<file path="src/rtl/axil_arbiter_rr_rd_if.sv">
// Read-arbitration signal bundle between the read crossbar and one slave's arbiter.
interface axil_arbiter_rr_rd_if #(
    parameter int unsigned NUMBER_MASTER = 2
);
    localparam int unsigned CW = $clog2(NUMBER_MASTER);

    logic [NUMBER_MASTER-1:0] request_rd;
    logic                     s_axil_arvalid;
    logic                     s_axil_arready;
    logic                     s_axil_rvalid;
    logic [NUMBER_MASTER-1:0] m_axil_rready;
    logic [NUMBER_MASTER-1:0] grant_rd;
    logic [CW-1:0]            grant_rd_cdr;
    logic                     busy;

    // Arbiter view: consumes requests and handshakes, produces the grant.
    modport slave (
        input  request_rd, s_axil_arvalid, s_axil_arready, s_axil_rvalid, m_axil_rready,
        output grant_rd, grant_rd_cdr, busy
    );

    // Crossbar view: drives requests and handshakes, observes the grant.
    modport master (
        output request_rd, s_axil_arvalid, s_axil_arready, s_axil_rvalid, m_axil_rready,
        input  grant_rd, grant_rd_cdr, busy
    );
endinterface

</file>
<file path="src/rtl/axil_arbiter_rr_rd.sv">
// Round-robin read arbiter for one AXI-Lite slave; one outstanding read at a time.
module axil_arbiter_rr_rd #(
    parameter int unsigned NUMBER_MASTER = 2
) (
    input  logic                 aclk,
    input  logic                 areset,
    axil_arbiter_rr_rd_if.slave  bus
);
    localparam int unsigned CW = $clog2(NUMBER_MASTER);
    localparam logic [NUMBER_MASTER-1:0] GRANT_ONE = NUMBER_MASTER'(1);
    localparam logic [CW-1:0] LAST_RESET = CW'(NUMBER_MASTER - 1);

    typedef enum logic [1:0] {
        IDLE = 2'd0,
        ADDR = 2'd1,
        DATA = 2'd2
    } state_t;

    state_t                   state_q, state_d;
    logic [NUMBER_MASTER-1:0] grant_q, grant_d;
    logic [CW-1:0]            cdr_q, cdr_d;
    logic [CW-1:0]            last_q, last_d;
    logic                     busy_q, busy_d;

    logic                     rr_found_c;
    logic [CW-1:0]            rr_idx_c;
    int unsigned              rr_cand_c;

    // Round-robin search: first requester after last_q, wrapping modulo NUMBER_MASTER.
    always_comb begin
        rr_found_c = 1'b0;
        rr_idx_c   = '0;
        rr_cand_c  = 0;
        for (int unsigned k = 1; k <= NUMBER_MASTER; k++) begin
            rr_cand_c = 32'(last_q) + k;
            if (rr_cand_c >= NUMBER_MASTER) begin
                rr_cand_c = rr_cand_c - NUMBER_MASTER;
            end
            if (!rr_found_c && bus.request_rd[CW'(rr_cand_c)]) begin
                rr_found_c = 1'b1;
                rr_idx_c   = CW'(rr_cand_c);
            end
        end
    end

    // Next-state and next-output logic; the grant is frozen outside IDLE.
    always_comb begin
        state_d = state_q;
        grant_d = grant_q;
        cdr_d   = cdr_q;
        last_d  = last_q;
        unique case (state_q)
            IDLE: begin
                grant_d = '0;
                cdr_d   = '0;
                if (rr_found_c) begin
                    state_d = ADDR;
                    grant_d = GRANT_ONE << rr_idx_c;
                    cdr_d   = rr_idx_c;
                end
            end
            ADDR: begin
                // R channel activity is meaningless before the address is accepted.
                if (bus.s_axil_arvalid && bus.s_axil_arready) begin
                    state_d = DATA;
                end
            end
            DATA: begin
                // Only the granted master's rready completes the read.
                if (bus.s_axil_rvalid && bus.m_axil_rready[cdr_q]) begin
                    state_d = IDLE;
                    last_d  = cdr_q;
                    grant_d = '0;
                    cdr_d   = '0;
                end
            end
            default: begin
                state_d = IDLE;
                grant_d = '0;
                cdr_d   = '0;
            end
        endcase
        busy_d = (state_d != IDLE);
    end

    // State and registered outputs; synchronous reset gives master 0 top priority.
    always_ff @(posedge aclk) begin
        if (areset) begin
            state_q <= IDLE;
            grant_q <= '0;
            cdr_q   <= '0;
            last_q  <= LAST_RESET;
            busy_q  <= 1'b0;
        end else begin
            state_q <= state_d;
            grant_q <= grant_d;
            cdr_q   <= cdr_d;
            last_q  <= last_d;
            busy_q  <= busy_d;
        end
    end

    assign bus.grant_rd     = grant_q;
    assign bus.grant_rd_cdr = cdr_q;
    assign bus.busy         = busy_q;

endmodule
</file>
<file path="src/flat_wrapper.sv">
// flat-port wrapper written by rule: the top's interface ports become plain ports
module axil_arbiter_rr_rd_flat 
#(
    parameter int unsigned NUMBER_MASTER = 2
)
  (aclk, areset, bus_request_rd, bus_s_axil_arvalid, bus_s_axil_arready, bus_s_axil_rvalid, bus_m_axil_rready, bus_grant_rd, bus_grant_rd_cdr, bus_busy);
  axil_arbiter_rr_rd_if #(.NUMBER_MASTER(NUMBER_MASTER)) bus_i ();
  input  logic aclk;
  input  logic areset;
  input wire logic [$bits(bus_i.request_rd)-1:0] bus_request_rd;
  input wire logic [$bits(bus_i.s_axil_arvalid)-1:0] bus_s_axil_arvalid;
  input wire logic [$bits(bus_i.s_axil_arready)-1:0] bus_s_axil_arready;
  input wire logic [$bits(bus_i.s_axil_rvalid)-1:0] bus_s_axil_rvalid;
  input wire logic [$bits(bus_i.m_axil_rready)-1:0] bus_m_axil_rready;
  output wire logic [$bits(bus_i.grant_rd)-1:0] bus_grant_rd;
  output wire logic [$bits(bus_i.grant_rd_cdr)-1:0] bus_grant_rd_cdr;
  output wire logic [$bits(bus_i.busy)-1:0] bus_busy;
  assign bus_i.request_rd = bus_request_rd;
  assign bus_i.s_axil_arvalid = bus_s_axil_arvalid;
  assign bus_i.s_axil_arready = bus_s_axil_arready;
  assign bus_i.s_axil_rvalid = bus_s_axil_rvalid;
  assign bus_i.m_axil_rready = bus_m_axil_rready;
  assign bus_grant_rd = bus_i.grant_rd;
  assign bus_grant_rd_cdr = bus_i.grant_rd_cdr;
  assign bus_busy = bus_i.busy;
  axil_arbiter_rr_rd #(.NUMBER_MASTER(NUMBER_MASTER)) u_core (.aclk(aclk), .areset(areset), .bus(bus_i));
endmodule
</file>
<file path="config.mk">
export PLATFORM = sky130hd
export DESIGN_NAME = axil_arbiter_rr_rd_flat
export DESIGN_NICKNAME = d
export VERILOG_FILES = /design/src/rtl/axil_arbiter_rr_rd_if.sv /design/src/rtl/axil_arbiter_rr_rd.sv /design/src/flat_wrapper.sv
export SDC_FILE = /design/constraint.sdc
export NUM_CORES = 1
export LEC_CHECK = 0
export ABC_AREA = 1
export CAP_MARGIN = 20
export CELL_PAD_IN_SITES_DETAIL_PLACEMENT = 1
export CELL_PAD_IN_SITES_GLOBAL_PLACEMENT = 1
export CORE_AREA = 2 2 39 41
export CTS_CLUSTER_DIAMETER = 80
export CTS_CLUSTER_SIZE = 20
export DETAILED_ROUTE_END_ITERATION = 8
export DIE_AREA = 0 0 41 43
export PLACE_DENSITY = 0.62
export SLEW_MARGIN = 20
export SYNTH_ARGS = -nofsm -noshare
export SYNTH_HDL_FRONTEND = slang
export SYNTH_SLANG_ARGS = --single-unit
</file>
<file path="constraint.sdc">
create_clock -name aclk -period 1 [get_ports aclk]
set_clock_uncertainty 0.05 [all_clocks]
set_input_delay 0.3 -clock aclk [delete_from_list [all_inputs] [get_ports aclk]]
set_output_delay 0.3 -clock aclk [all_outputs]
set_load 0.05 [all_outputs]
</file>
==> impl_metrics.csv <==
group,metric,value,unit
setup_path,worst-path-buf-inv,2,
run_status,violations,"setup timing",
timing,fmax,0.8221,GHz
timing,post-route-period-util,121.6,%
floorplanning,ios,13,
power_and_ir_drop,p_leak,0.0002645,uW
synth,synth.avg_cell_area,7.244,um2
finish,final_common_cell,"nand2_2",
clock_tree,clockBufferDepth,2,
setup_path,worstPathCellList,"buf_12 -> buf_12",
clock_tree,cts_hold_buf,0,
power_and_ir_drop,ir_worst_vdd,0.0005254,V
setup_path,critPathTopFamily,"flip-flops",
synth,syn_area,275.3,um2
power_and_ir_drop,power.density,1365,nW/um2
setup_path,worst_ep_required_time,650,ps
flow_run,cap_violations,0,
clock_tree,clk_pin_slew,50,ps
setup_path,cpPeakStageDelay,350,ps
placed_design,dpl_worst_slack,-389.7,ps
timing,period_needed,1216,ps
hold_path,worstHoldPathType,"in -> reg",
routing,drt-total-wl,713,um
clock_tree,htreeDepth,1,
placed_design,port_buffers,12,
floorplanning,coreArea,1384,um2
clock_tree,cts_tree,"yes",
global_route,antenna_found_initial,0,
synth,syn_nets,47,
routing,drc,0,
floorplanning,die-area,1763,um2
placed_design,place_congestion,0.6601,
timing,setup_viol,9,
setup_path,cp-end-kind,"output port",
global_route,overflow,0,
timing,fin_tns_setup,-942.7,ps
routing,avgRoutedWirePerCell,9.507,um
setup_path,path_max_fanout,2,
finish,final_util,41.14,%
timing,finalHoldViolCount,0,
routing,firstDrtPassIters,4,
floorplanning,initial_core_util,19.89,%
routing,ant_nets,0,
setup_path,start_kind,"flop",
floorplanning,die_w,41,um
floorplanning,num_rows,14,
setup_path,worstPathArrival,870,ps
routing,num_vias,318,
finish,area_growth_syn_to_layout,106.8,%
setup_path,worstSetupPathType,"reg -> out",
global_route,grt_max_degree,5,
setup_path,cp_slowest_cell,"dfxtp_4",
routing,drt-initial-drc-count,1,
clock_tree,cts_root_buf,"clkbuf_4",
finish,most-common-layout-cells,"nand2_2 (6), buf_12 (5), buf_4 (5), inv_1 (4), dlygate4sd2_1 (4)",
finish,nNetsFinal,69,
run_status,status,"finished, violations left",
finish,n_antenna_cell,0,
timing,worst_slack,-216.4,ps
clock_tree,clkLatencyLatePin,260,ps
global_route,grt_usage,10.94,%
synth,netlist_instances,38,
synth,ys_types,15,
finish,drive_above_1_share,52.54,%
clock_tree,cts.sinks,6,
setup_path,path_common_cell,"buf_12",
placed_design,dp_hpwl,595.3,um
setup_path,regToRegSetupSlack,-100,ps
timing,max-slew-margin-rel,89.42,%
timing,tightest_slew,158.2,ps
clock_tree,tritoncts.num_buffers,3,
synth,seq_area_frac_synth,43.64,%
routing,viasPerCell,4.240,
timing,drv_slew,0,
global_route,grt_first_pass_wirelength,1255,um
timing,rsz0062_at_grt,"yes",
synth,yosys_register_bits,6,
global_route,grt_pass1_vias,312,
synth,ys_warn_count,0,
floorplanning,die_h,43,um
[timing repair]
item | 4_1_cts | 5_1_grt
setup buffers | 3 | 1
endpoints found under the setup margin | 9 | 10
pin swaps | 4 | 7
gates cloned | 0 | 0
resized for setup | 11 | 8
[cell type report]
class	instances	area, um2
clock buffers	4	26.28
fillers	169	814.5
inverters	6	25.02
multi-input cells	25	152.6
flip-flops and latches	6	127.6
well taps	16	20.02
repair buffers	18	217.7
[cells by family after synthesis]
logic type             synth area share, %
AOI/OAI and AO/OA                    19.09
buffers and inverters                10.91
DFF                                  43.64
and+or+nand+nor                      26.36
[routing by layer]
| layer | track usage, % | part of all wire, % |
|---|---|---|
| met5 | 0 | 0 |
| met4 | 8.000 | 4.1 |
| met3 | 3.141 | 3.5 |
| met2 | 16.88 | 52 |
| met1 | 11.90 | 40 |
[where the power goes]
part	leakage, uW	internal [uW]	switching, uW	total (uW)
Clock	0.0000150	153	111	264
Sequential	0.0000509	260	18.1	278
Combinational	0.000199	122	114	235
[cells in the mapped netlist]
cell      count  area (um2)
nand2_1       9       33.78
o21ai_0       2       10.01
a21boi_0      1       7.510
nor2_1        1       3.750
dfxtp_1       6       120.1
nand3_1       2       10.01
a21oi_2       1       8.760
a21oi_1       3       15.01
a31oi_1       1       6.260
buf_4         1       7.510
nand4_1       1       6.260
inv_1         6       22.52
nor2_2        2       12.51
or2_1         1       6.260
o21ai_1       1       5.000
[stage by stage]
stage	hold WS [ps]	instance area, um2	power (uW)	std cells
3_5_place_dp	424.4	499.2	500.2	68
4_1_cts	445.3	558.0	788.8	75
2_1_floorplan	309.4	291.5	376.4	38
6_report	394.5	569.3	776.9	75
5_1_grt	439.5	569.3	824.4	75
3_3_place_gp	410.9	499.2	497.7	68
[worst min-delay path: stages]
cell and delay, ps:
dlymetal6s2s_1 120, nand2_1 50, inv_1 40, nand3_1 80
a21oi_1 60
[flip-flops by register name, summed over array words and instances (netlist names)]
register,cells
u_core.state_q,2
u_core.last_q,1
u_core.bus.grant_rd,2
u_core.bus.busy,1
[worst paths after layout]
path | endpoint | cells past startpoint | start
worst max-delay path | bus_grant_rd_cdr | 2 | u_core.bus.grant_rd[1]$_SDFFE_PP0P_
worst min-delay path | u_core.state_q[1]$_SDFF_PP0_ | 5 | bus_s_axil_arvalid
worst max register to register | u_core.bus.grant_rd[0]$_SDFFE_PP0P_ | 8 | u_core.bus.grant_rd[1]$_SDFFE_PP0P_
worst min register to register | u_core.last_q$_SDFFE_PP1P_ | 2 | u_core.last_q$_SDFFE_PP1P_
Note: power is estimated with default switching activity, not from simulation.
